**src/rtl/ram2_arbiter_if.sv**
```systemverilog
// Bus bundle between the EXE/IF requesters, the RAM2 arbiter and the RAM2 controller.
// The arbiter takes the slave side; requesters and the controller sit on the master side.
interface ram2_arbiter_if #(
  parameter int ADDR_W = 18,
  parameter int DATA_W = 16
);
  logic              exe_req;
  logic              exe_we;
  logic [ADDR_W-1:0] exe_addr;
  logic [DATA_W-1:0] exe_wdata;
  logic              exe_ack;
  logic              if_req;
  logic [ADDR_W-1:0] if_addr;
  logic              if_ack;
  logic [DATA_W-1:0] rdata;
  logic              mem_req;
  logic              mem_we;
  logic [ADDR_W-1:0] mem_addr;
  logic [DATA_W-1:0] mem_wdata;
  logic              mem_done;
  logic [DATA_W-1:0] mem_rdata;
  logic [1:0]        grant;
  logic              timeout_err;

  modport slave (
    input  exe_req, exe_we, exe_addr, exe_wdata, if_req, if_addr, mem_done, mem_rdata,
    output exe_ack, if_ack, rdata, mem_req, mem_we, mem_addr, mem_wdata, grant, timeout_err
  );

  modport master (
    output exe_req, exe_we, exe_addr, exe_wdata, if_req, if_addr, mem_done, mem_rdata,
    input  exe_ack, if_ack, rdata, mem_req, mem_we, mem_addr, mem_wdata, grant, timeout_err
  );
endinterface

```
**src/rtl/ram2_arbiter.sv**
```systemverilog
// Two-port (EXE read/write, IF read) arbiter in front of the RAM2 controller, with IF anti-starvation.
// Optional BUSY watchdog enabled by defining RAM2_ARB_TIMEOUT_EN.
module ram2_arbiter #(
  parameter int ADDR_W         = 18,
  parameter int DATA_W         = 16,
  parameter int STARVE_LIMIT   = 3,
  parameter int TIMEOUT_CYCLES = 15
) (
  input  logic           clk,
  input  logic           rst,
  ram2_arbiter_if.slave  bus
);

  if (STARVE_LIMIT < 1 || STARVE_LIMIT > 7 || TIMEOUT_CYCLES < 1 || TIMEOUT_CYCLES > 255)
  begin : g_bad_param
    $error("ram2_arbiter: STARVE_LIMIT or TIMEOUT_CYCLES out of range");
  end

  typedef enum logic [1:0] {
    IDLE = 2'b00,
    BUSY = 2'b01,
    ACK  = 2'b10
  } state_t;

  localparam logic [1:0] GNT_NONE = 2'b00;
  localparam logic [1:0] GNT_EXE  = 2'b01;
  localparam logic [1:0] GNT_IF   = 2'b10;

  state_t     state_q, state_d;
  logic [2:0] starve_cnt;
  logic       start, done, abort, if_wins;

  assign if_wins = bus.if_req && (!bus.exe_req || starve_cnt == 3'(STARVE_LIMIT));

`ifdef RAM2_ARB_TIMEOUT_EN
  logic [7:0] busy_cnt;
  logic       timeout_q;

  // busy_cnt holds the number of BUSY cycles already completed.
  assign abort           = (state_q == BUSY) && !bus.mem_done && busy_cnt == 8'(TIMEOUT_CYCLES - 1);
  assign bus.timeout_err = timeout_q;

  always_ff @(posedge clk) begin
    if (rst) begin
      busy_cnt  <= '0;
      timeout_q <= 1'b0;
    end else begin
      if (start)                busy_cnt <= '0;
      else if (state_q == BUSY) busy_cnt <= busy_cnt + 8'd1;
      if (abort)                timeout_q <= 1'b1;
    end
  end
`else
  assign abort           = 1'b0;
  assign bus.timeout_err = 1'b0;
`endif

  // NOTE: every signal driven here gets its default before the case, so no latch is inferred.
  always_comb begin
    state_d = state_q;
    start   = 1'b0;
    done    = 1'b0;
    case (state_q)
      IDLE: if (bus.exe_req || bus.if_req) begin
        state_d = BUSY;
        start   = 1'b1;
      end
      BUSY: if (bus.mem_done) begin
        state_d = ACK;
        done    = 1'b1;
      end else if (abort) begin
        state_d = ACK;
      end
      ACK:     state_d = IDLE;
      default: state_d = IDLE;
    endcase
  end

  // NOTE: state is updated with non-blocking assignments and reset synchronously with rst.
  always_ff @(posedge clk) begin
    if (rst) begin
      state_q       <= IDLE;
      bus.grant     <= GNT_NONE;
      bus.mem_req   <= 1'b0;
      bus.mem_we    <= 1'b0;
      bus.mem_addr  <= '0;
      bus.mem_wdata <= '0;
      bus.rdata     <= '0;
      bus.exe_ack   <= 1'b0;
      bus.if_ack    <= 1'b0;
      starve_cnt    <= '0;
    end else begin
      state_q     <= state_d;
      bus.exe_ack <= 1'b0;
      bus.if_ack  <= 1'b0;

      if (start) begin
        bus.mem_req <= 1'b1;
        if (if_wins) begin
          bus.grant    <= GNT_IF;
          bus.mem_we   <= 1'b0;
          bus.mem_addr <= ADDR_W'(bus.if_addr);
          starve_cnt   <= '0;
        end else begin
          bus.grant     <= GNT_EXE;
          bus.mem_we    <= bus.exe_we;
          bus.mem_addr  <= ADDR_W'(bus.exe_addr);
          bus.mem_wdata <= DATA_W'(bus.exe_wdata);
          if (bus.if_req && starve_cnt != 3'(STARVE_LIMIT))
            starve_cnt <= starve_cnt + 3'd1;
        end
      end

      if (done) begin
        bus.mem_req <= 1'b0;
        if (!bus.mem_we) bus.rdata <= bus.mem_rdata;
      end else if (abort) begin
        bus.mem_req <= 1'b0;
        bus.rdata   <= '1;
      end

      // The ack pulse lands in the following IDLE cycle, after grant is released.
      if (state_q == ACK) begin
        bus.exe_ack <= (bus.grant == GNT_EXE);
        bus.if_ack  <= (bus.grant == GNT_IF);
        bus.grant   <= GNT_NONE;
      end
    end
  end

endmodule

```
**src/flat_wrapper.sv**
```systemverilog
// flat-port wrapper written by rule: the top's interface ports become plain ports
module ram2_arbiter_flat 
#(
  parameter int ADDR_W         = 18,
  parameter int DATA_W         = 16,
  parameter int STARVE_LIMIT   = 3,
  parameter int TIMEOUT_CYCLES = 15
)
  (clk, rst, bus_exe_req, bus_exe_we, bus_exe_addr, bus_exe_wdata, bus_if_req, bus_if_addr, bus_mem_done, bus_mem_rdata, bus_exe_ack, bus_if_ack, bus_rdata, bus_mem_req, bus_mem_we, bus_mem_addr, bus_mem_wdata, bus_grant, bus_timeout_err);
  ram2_arbiter_if #(.ADDR_W(ADDR_W), .DATA_W(DATA_W)) bus_i ();
  input  logic clk;
  input  logic rst;
  input wire logic [$bits(bus_i.exe_req)-1:0] bus_exe_req;
  input wire logic [$bits(bus_i.exe_we)-1:0] bus_exe_we;
  input wire logic [$bits(bus_i.exe_addr)-1:0] bus_exe_addr;
  input wire logic [$bits(bus_i.exe_wdata)-1:0] bus_exe_wdata;
  input wire logic [$bits(bus_i.if_req)-1:0] bus_if_req;
  input wire logic [$bits(bus_i.if_addr)-1:0] bus_if_addr;
  input wire logic [$bits(bus_i.mem_done)-1:0] bus_mem_done;
  input wire logic [$bits(bus_i.mem_rdata)-1:0] bus_mem_rdata;
  output wire logic [$bits(bus_i.exe_ack)-1:0] bus_exe_ack;
  output wire logic [$bits(bus_i.if_ack)-1:0] bus_if_ack;
  output wire logic [$bits(bus_i.rdata)-1:0] bus_rdata;
  output wire logic [$bits(bus_i.mem_req)-1:0] bus_mem_req;
  output wire logic [$bits(bus_i.mem_we)-1:0] bus_mem_we;
  output wire logic [$bits(bus_i.mem_addr)-1:0] bus_mem_addr;
  output wire logic [$bits(bus_i.mem_wdata)-1:0] bus_mem_wdata;
  output wire logic [$bits(bus_i.grant)-1:0] bus_grant;
  output wire logic [$bits(bus_i.timeout_err)-1:0] bus_timeout_err;
  assign bus_i.exe_req = bus_exe_req;
  assign bus_i.exe_we = bus_exe_we;
  assign bus_i.exe_addr = bus_exe_addr;
  assign bus_i.exe_wdata = bus_exe_wdata;
  assign bus_i.if_req = bus_if_req;
  assign bus_i.if_addr = bus_if_addr;
  assign bus_i.mem_done = bus_mem_done;
  assign bus_i.mem_rdata = bus_mem_rdata;
  assign bus_exe_ack = bus_i.exe_ack;
  assign bus_if_ack = bus_i.if_ack;
  assign bus_rdata = bus_i.rdata;
  assign bus_mem_req = bus_i.mem_req;
  assign bus_mem_we = bus_i.mem_we;
  assign bus_mem_addr = bus_i.mem_addr;
  assign bus_mem_wdata = bus_i.mem_wdata;
  assign bus_grant = bus_i.grant;
  assign bus_timeout_err = bus_i.timeout_err;
  ram2_arbiter #(.ADDR_W(ADDR_W), .DATA_W(DATA_W), .STARVE_LIMIT(STARVE_LIMIT), .TIMEOUT_CYCLES(TIMEOUT_CYCLES)) u_core (.clk(clk), .rst(rst), .bus(bus_i));
endmodule
```
**config.mk**
```make
export PLATFORM = sky130hd
export DESIGN_NAME = ram2_arbiter_flat
export DESIGN_NICKNAME = d
export VERILOG_FILES = /design/src/rtl/ram2_arbiter_if.sv /design/src/rtl/ram2_arbiter.sv /design/src/flat_wrapper.sv
export SDC_FILE = /design/constraint.sdc
export NUM_CORES = 1
export LEC_CHECK = 0
export ABC_CLOCK_PERIOD_IN_PS = 2060
export CORE_MARGIN = 2
export CORE_UTILIZATION = 40
export DETAILED_ROUTE_END_ITERATION = 16
export PLACE_DENSITY = 0.8
export SLEW_MARGIN = 20
export SYNTH_ARGS = -nofsm -noshare
export SYNTH_HDL_FRONTEND = slang
export SYNTH_SLANG_ARGS = --single-unit
export TNS_END_PERCENT = 50
```
**constraint.sdc**
```tcl
create_clock -name clk -period 2.06 [get_ports clk]
set_input_delay 0.618 -clock clk [delete_from_list [all_inputs] [get_ports clk]]
set_output_delay 0.618 -clock clk [all_outputs]
set_load 0.01 [all_outputs]
```
**After elaboration in Yosys (flattened, before gate mapping)**

Cells that the tools add are included.

- Add/subtract/negate cells: 1
- Equality and inequality tests: 8
- Mux-type cells: 12
- Bitwise operators: 3
- Reductions and logical operators: 14

Operator list:

| operator | number |
|---|---|
| two-way mux 18 bit | 1 |
| AND reduction 2 bit | 4 |
| two-way mux 2 bit | 3 |
| two-way mux 3 bit | 2 |
| OR reduction 2 bit | 3 |
| two-way mux 1 bit | 5 |
| == test 2 x 1 -> 1 bit (second input constant) | 2 |
| == test 2 bit (second input constant) | 2 |
| case mux 2 bit (2 select lines) | 1 |
| adder 3 x 1 -> 3 bit (second input constant) | 1 |
| == test 3 x 2 -> 1 bit (second input constant) | 1 |
| inequality test 3 x 2 -> 1 bit (second input constant) | 1 |
| NOT 1 bit | 3 |
| logical AND 1 bit | 2 |
| logical NOT 2 bit | 1 |
| logical OR 1 bit | 2 |
| inequality test 2 x 1 -> 1 bit (second input constant) | 1 |
| inequality test 2 bit (second input constant) | 1 |
| nonzero test 2 bit | 1 |
| logical NOT 1 bit | 1 |

- Register bits after elaboration: 61
- Input bits: 74
- Output and inout port bits: 57
- Word-level logic and storage cells: 48

**Depth between registers and ports, before layout**

- Depth after elaboration: 5
- Gate-level depth with buffers: 7
- Mapped depth without buffers: 5

**Worst setup path after synthesis**

No wires, ideal clock.

- Path type: input-to-reg
- From: input port bus_if_req
- To: register u_core.bus.mem_wdata[10]
- Data arrival time: 1.579 ns
- Required time: 1.938 ns
- Path slack: 0.359 ns
- Stages on the path: 6
- Cells stage by stage: buf_4 a211oi_4 and2_0 buf_2 buf_4 o21ai_0

- Word-level cells in the longest chain between the ends: 4
- Elaborated cells on any way between the ends: 6
- Classes of those cells: mux (2); bitwise (1); reduce/logical (3)

Ends and longest elaborated chain:

| item | RTL line | RTL |
|---|---|---|
| start, declared | flat_wrapper.sv:17 | `input wire logic [$bits(bus_i.if_req)-1:0] bus_if_req;` |
| logical OR 1 bit | ram2_arbiter.sv:64 | `IDLE: if (bus.exe_req \|\| bus.if_req) begin` |
| two-way mux 1 bit | ram2_arbiter.sv:64 |  |
| two-way mux 1 bit | ram2_arbiter.sv:63 | `case (state_q)` |
| AND reduction 2 bit (no source line) (*) | - |  |
| end signal, assigned | ram2_arbiter.sv:108 | `bus.mem_wdata <= DATA_W'(bus.exe_wdata);` |
| end, declared | ram2_arbiter_if.sv:27 | `output exe_ack, if_ack, rdata, mem_req, mem_we, mem_addr, mem_wdata, grant, timeout_err` |

Mark *: on every way between the ends. The rest lies on a longest branch, timed or not.
A chain may end at the register's enable or synchronous reset.

**Worst setup path in the final report**

- From: register u_core.bus.grant[0]
- To: output port bus_grant[0]

RTL lines:

| item | RTL line | RTL |
|---|---|---|
| start, declared | ram2_arbiter_if.sv:27 |  |
| start signal, assigned | ram2_arbiter.sv:83 | `bus.grant <= GNT_NONE;` |
| start signal, assigned | ram2_arbiter.sv:100 | `bus.grant <= GNT_IF;` |
| start signal, assigned | ram2_arbiter.sv:105 | `bus.grant <= GNT_EXE;` |
| end, declared | flat_wrapper.sv:28 | `output wire logic [$bits(bus_i.grant)-1:0] bus_grant;` |

No word-level cell between the ends.

==> out/metrics.cfg <==
[synth]
synth_area_per_cell_um2=8.59
ys_async_sr_fraction_pct=0
synth_seq_cells=61
ys_seq_area_share_pct=46.3
synth_edf_count=0
synthTopCellsByArea=dfxtp_1 46%, a21oi_1 7.4%, a311oi_1 6.3%
yosys.area.top_type=dfxtp_1
syn_nets=383
syn_inst=307
synth_cell_types=35
yosysTopAreaCellShare_pct=46.3
synth_area_um2=2640
ys_warn_count=0
synth_ff_type=dfxtp_1

[place]
routabilityCongestion=0.809
placed_cells=500
dpl_cell_area_um2=4030
dp_slack_ps=-87.3
place_hpwl_mm=5.33
numPortBuffers=129

[floorplan]
core_um2=6350
rows=29
dieArea_um2=7260
fp.dieW_um=85.2
pin_count=131
die_h_um=85.2
initial_utilization_pct=41.5

[cells_and_area]
fin_util_pct=66.0
area_growth_pct=58.8
fillers=541
final_cells=515
fin_area_um2=4190
antenna_cells=0
drive_gt1_share_pct=9.13
nets=510

[sta]
worst_clock_skew_ps=7.10
setup_violations=0
slew_headroom_pct=61.8
fin_crit_sh_pct=91.7
finalMaxSlewViolations=0
min_period_ps=1890
worst_pin_slew_ps=573
final.setup.worst_slack_ps=171
hold_viol_final=0
rsz0062_at_grt=false
max_freq_ghz=0.529

[drt]
finalWirelength_mm=7.44
viasPerCell=5.27
dr_wl_met3_um=390
vias=2714
highest_layer=met4
drtAntennaViolNets=0
drt_iter0_markers=107
drc=0
drt-pass1-iter-count=4
wl_per_cell_um=14.5
met2WireLength_mm=3.59
wl_met1_mm=3.33

[setup_path]
worst-r2r-cell-count=6
crit_chain=clkdlybuf4s50_1
path_delay_family=buffers and inverters
cp_slowest_cell=clkdlybuf4s50_1
startpoint_type=flip-flop
r2r-start=u_core.starve_cnt[0]
crit_fanout=4
critical_path_class=flip-flop to output port
critPathBufInv=1
required_ps=1440
regToRegEndpoint=u_core.bus.mem_addr[9]
r2r_slack_ps=450
cp.arrival_ps=1270
cp-end-kind=output port
cp_slowest_stage_delay_ps=570

[clock_tree]
cts_tree=yes
clk-insertion-delay-late_ps=320
cts_resized=0
cts_setup_buffers=0
cts_buffers=9
max-clock-path-buffers=2
cts.sinks=61
cts_root_buf=clkbuf_8
h-tree-depth=3
path_clk_slew_ps=70
hold_buffers=0

[min_path]
hold_class=flip-flop to flip-flop
hold_depth=2
min-delay-start=u_core.bus.rdata[14]
min_to=u_core.bus.rdata[14]

[outcome]
outcome=completed

[pwr]
ir_drop_mv=0.436
p_leak_nw=1.47
p_per_area_nw_per_um2=689

[grt]
grt_pass1_vias=2545
grt_antenna_before_repair=0
overflow=0
grt_pass1_wl_mm=12.0
grt_use_total_pct=20.3
grt_max_degree=45

[flow_run]
drv_cap=0

area by class of cell:
| class | count | area, um^2 | share of cell area [%] |
|---|---|---|---|
| timing repair buffer | 150 | 1460 | 34.8 |
| multi-input combinational | 208 | 1240 | 29.6 |
| sequential | 61 | 1220 | 29.2 |
| clock buffer | 13 | 149 | 3.56 |
| tap | 77 | 96.3 | 2.30 |
| inverter | 4 | 15.0 | 0.359 |
| clock inverter | 2 | 10.0 | 0.239 |
logic make-up after synthesis:
| family | synth area share, % |
|---|---|
| AND/OR/NAND/NOR | 23.2 |
| AO/OA/AOI/OAI | 22.5 |
| flip-flops | 46.3 |
| buffers and inverters | 6.88 |
| adder cells (fa/ha/maj) | 0.949 |
| other | 0.142 |
synthesized netlist by cell type, types with 2 or more instances:
cell,n
nand3_1,19
nand4b_1,16
a311oi_1,19
nor3b_1,3
buf_4,3
o21ai_0,33
nor2_1,3
dfxtp_1,61
nor2b_1,2
clkbuf_1,19
clkbuf_2,2
buf_6,2
nand2b_1,18
ha_1,2
buf_2,8
or3_1,3
nand2_1,35
a21oi_1,39
inv_1,4
where the power goes:
part           internal, mW  leakage [nW]  total, mW  switching [mW]
combinational         0.389         0.888      0.667           0.279
sequential             1.27         0.501       1.33          0.0611
clock                 0.460        0.0833      0.886           0.426
total                  2.12          1.47       2.88           0.766
placed cells by master, fill, tap and decap left out, types with 2 or more instances in the layout:
cell and instances:
clkdlybuf4s50_1 128, ha_1 2, nor2b_1 2, nor3b_1 3, a311oi_1 19, nand2b_1 18, nor2_1 3, clkinv_2 2
o21ai_0 33, nand3_1 19, buf_4 20, clkbuf_1 3, nand4b_1 16, clkbuf_8 10, a21oi_1 39, nand2_1 35
inv_1 4, or3_1 3, dfxtp_1 61
through the flow:
stage                     hold WS [ps]  power (mW)  setup TNS (ps)
after floorplan                    436        1.63               0
after global placement             442        2.01            -136
after detailed placement           450        2.02           -1090
after CTS                          462        2.90               0
after global routing               481        3.03               0
final                              461        2.88               0
worst max-delay path by stage:
stage	from	endpoint	cells past startpoint
final	u_core.bus.grant[0]	bus_grant[0]	1
after global routing	u_core.bus.mem_we	bus_mem_we	1
after CTS	u_core.bus.grant[0]	bus_grant[0]	1
after detailed placement	bus_if_req	u_core.bus.mem_addr[3]	7
after global placement	bus_if_req	u_core.starve_cnt[2]	4
after floorplan	bus_if_req	u_core.bus.mem_wdata[10]	6
tightest hold or removal path: stages (launching register included):
cell and delay, ps:
dfxtp_1 310, nand2_1 50, a21oi_1 50
state kept, by name, summed over array words and instances, names as in the netlist:
register,cells
u_core.bus.exe_ack,1
u_core.starve_cnt,3
u_core.bus.rdata,16
u_core.bus.if_ack,1
u_core.bus.mem_req,1
u_core.bus.grant,2
u_core.bus.mem_we,1
u_core.state_q,2
u_core.bus.mem_wdata,16
u_core.bus.mem_addr,18
metal layers:
| layer | vias up | GRT usage [%] |
|---|---|---|
| li1 | 1355 | - |
| met1 | 1249 | 25.8 |
| met2 | 98 | 33.5 |
| met3 | 12 | 4.47 |
| met4 | 0 | 8.23 |
| met5 | - | 0 |
Note: power is estimated with default switching activity, not from simulation.
==> variant, RTL diff (same settings) <==
`DATA_W` is set to 16 in 3 places; all go to 14.
--- a/src/rtl/ram2_arbiter_if.sv
+++ b/src/rtl/ram2_arbiter_if.sv
@@ -3,5 +3,5 @@
 interface ram2_arbiter_if #(
   parameter int ADDR_W = 18,
-  parameter int DATA_W = 16
+  parameter int DATA_W = 14
 );
   logic              exe_req;
--- a/src/rtl/ram2_arbiter.sv
+++ b/src/rtl/ram2_arbiter.sv
@@ -3,5 +3,5 @@
 module ram2_arbiter #(
   parameter int ADDR_W         = 18,
-  parameter int DATA_W         = 16,
+  parameter int DATA_W         = 14,
   parameter int STARVE_LIMIT   = 3,
   parameter int TIMEOUT_CYCLES = 15
--- a/src/flat_wrapper.sv
+++ b/src/flat_wrapper.sv
@@ -3,5 +3,5 @@
 #(
   parameter int ADDR_W         = 18,
-  parameter int DATA_W         = 16,
+  parameter int DATA_W         = 14,
   parameter int STARVE_LIMIT   = 3,
   parameter int TIMEOUT_CYCLES = 15
Ports: changed (resized bus_exe_wdata, bus_mem_rdata, bus_mem_wdata and bus_rdata); port bits go from 131 to 123. The function was not compared with the original's and may differ.
==> variant against the unedited design <==
- design area fell by 5.7%
- worst setup slack got worse by 4.1 ps
- maximum frequency fell by 0.22%
- combinational power fell by 3.6%
- largest power group unchanged
- power fell by 3.4%
- clock skew fell by 2.3 ps
- non-clock buffer count fell by 11
- synthesized area fell by 7.0%
- critical path type unchanged
- sequential cell count fell by 4
- sequential power fell by 7%
- routed wire length fell by 7.8%
==> variant: results (changes against the unedited design) <==
| Metric | Value |
|---|---|
| Post-Layout Cell Count | 484 (-6.0%) |
| Cell Int Power | 2080 uW (-1.9%) |
| Setup Skew | 4.76 ps (-2.34 ps) |
| Detailed Route WL | 6.86 mm (-7.8%) |
| Share of cells above drive strength 1 | 0.0905 (-0.000860) |
| Critical-path top delay cell | clkdlybuf4s50_1 |
| Peak supply drop | 0.416 mV (-4.5%) |
| Pre-CTS setup slack | -5.03 ps (+82.3 ps) |
| Final hold slack | 451 ps (-9.76 ps) |
| Largest regs | u_core.bus.mem_addr: 18 flops, u_core.bus.mem_wdata: 14 flops, u_core.bus.rdata: 14 flops |
| Routed wl met3 | 397 um (+1.8%) |
| Sequential area share after synthesis | 0.465 (+0.00231) |
| Largest net degree at the start of global routing | 46 (+2.2%) |
| Status | finished, final reports clean |
| Post-CTS sizing | 0 (unchanged) |
| Placed instance area | 3780 um2 (-6.2%) |
| FF-to-FF End | u_core.bus.mem_addr[6] |
| First-pass GRT wire length | 10.6 mm (-11%) |
| Worst min-delay path startpoint | u_core.bus.rdata[8] |
| Number of global-route vias before repair | 2346 (-7.8%) |
| Tot GR Track Use | 0.203 (-0.000293) |
| Hpwl dp | 4.88 mm (-8.4%) |
| Placed cells | 471 (-5.8%) |
| Syn Nets | 359 (-6.3%) |
| Global placement routability congestion | 0.738 (-8.7%) |
| Post-Synthesis Cells | 287 (-6.5%) |
| Wl on met1 | 3.07 mm (-7.7%) |
| Yosys warns | 0 (unchanged) |
| Flop-to-flop setup slack | 490 ps (+40 ps) |
| Wire length on met2 | 3.28 mm (-8.4%) |
| Top post-synthesis cells by area | dfxtp_1, a21oi_1, a311oi_1, nand4b_1, o21ai_1 |
| Htree depth | 3 (unchanged) |
| Top cells by count, synth | dfxtp_1, a21oi_1, nand2_1, o21ai_1 |
| Worst Hold End | u_core.bus.rdata[8] |
| DR vias/cell | 5.23 (-0.77%) |
| Distinct cells, synth | 34 (-2.9%) |
| DRT iter0 DRCs | 99 (-7.5%) |
| Slew Limit Headroom | 0.569 (-0.0486) |
## variant: cell types whose count changed after synthesis, moves of 2 or more
cell and delta:
o21ai_0 -25, o21ai_1 +23, dfxtp_1 -4, nand2_1 -4
clkbuf_2 -2, inv_1 -2, inv_2 +2, nand2b_1 -2
nand4b_1 -2
## variant: metrics by stage
stage | utilization | power, uW
final | 0.667 | 2790
after detailed placement | 0.638 | 1910
after global placement | 0.638 | 1900
after CTS | 0.667 | 2820
after floorplan | - | 1530
after global routing | 0.667 | 2930
## variant: power groups by stage
| stage | registers [uW] | logic, uW | clock network [uW] |
|---|---|---|---|
| after floorplan | 1290 | 240 | 0 |
| after global placement | 1260 | 636 | 0 |
| after detailed placement | 1260 | 646 | 0 |
| after CTS | 1240 | 648 | 928 |
| after global routing | 1250 | 699 | 984 |
| final | 1240 | 643 | 902 |
## variant: layout make-up
class / count / area [um2]
repair buffers: 139 / 1370
flip-flops and latches: 57 / 1140
inverters: 4 / 15.0
well taps: 75 / 93.8
clock buffers: 13 / 169
multi-input cells: 196 / 1160
fillers: 500 / 1970
## variant: metal layers
metal,global-route usage,vias to the layer above
li1,-,1277
met1,0.250,1160
met2,0.339,84
met3,0.0446,10
met4,0.0900,0
met5,0,-
## variant: worst register-to-register path: cells and delay by family (launching register included)
family / cells / cell delay, ps
flops: 1 / 350
buf+inv: 1 / 180
simple gates: 2 / 290
compound gates: 1 / 290
fa+ha+maj: 2 / 360
## variant: cell families after synthesis
family / synth area share
flip-flops: 0.465
AO/OA/AOI/OAI: 0.230
AND/OR/NAND/NOR: 0.231
buffers and inverters: 0.0622
other: 0.00153
adder cells (fa/ha/maj): 0.0102
## variant: worst max path at each step
stage,start,end,slack (ps),depth (start not counted)
2_1_floorplan,bus_if_req,u_core.starve_cnt[2],370,4
3_3_place_gp,bus_if_req,u_core.starve_cnt[2],20,4
3_5_place_dp,bus_if_req,u_core.starve_cnt[2],-5,4
4_1_cts,u_core.bus.mem_we,bus_mem_we,140,1
5_1_grt,u_core.bus.mem_we,bus_mem_we,120,1
6_report,u_core.bus.mem_we,bus_mem_we,170,1
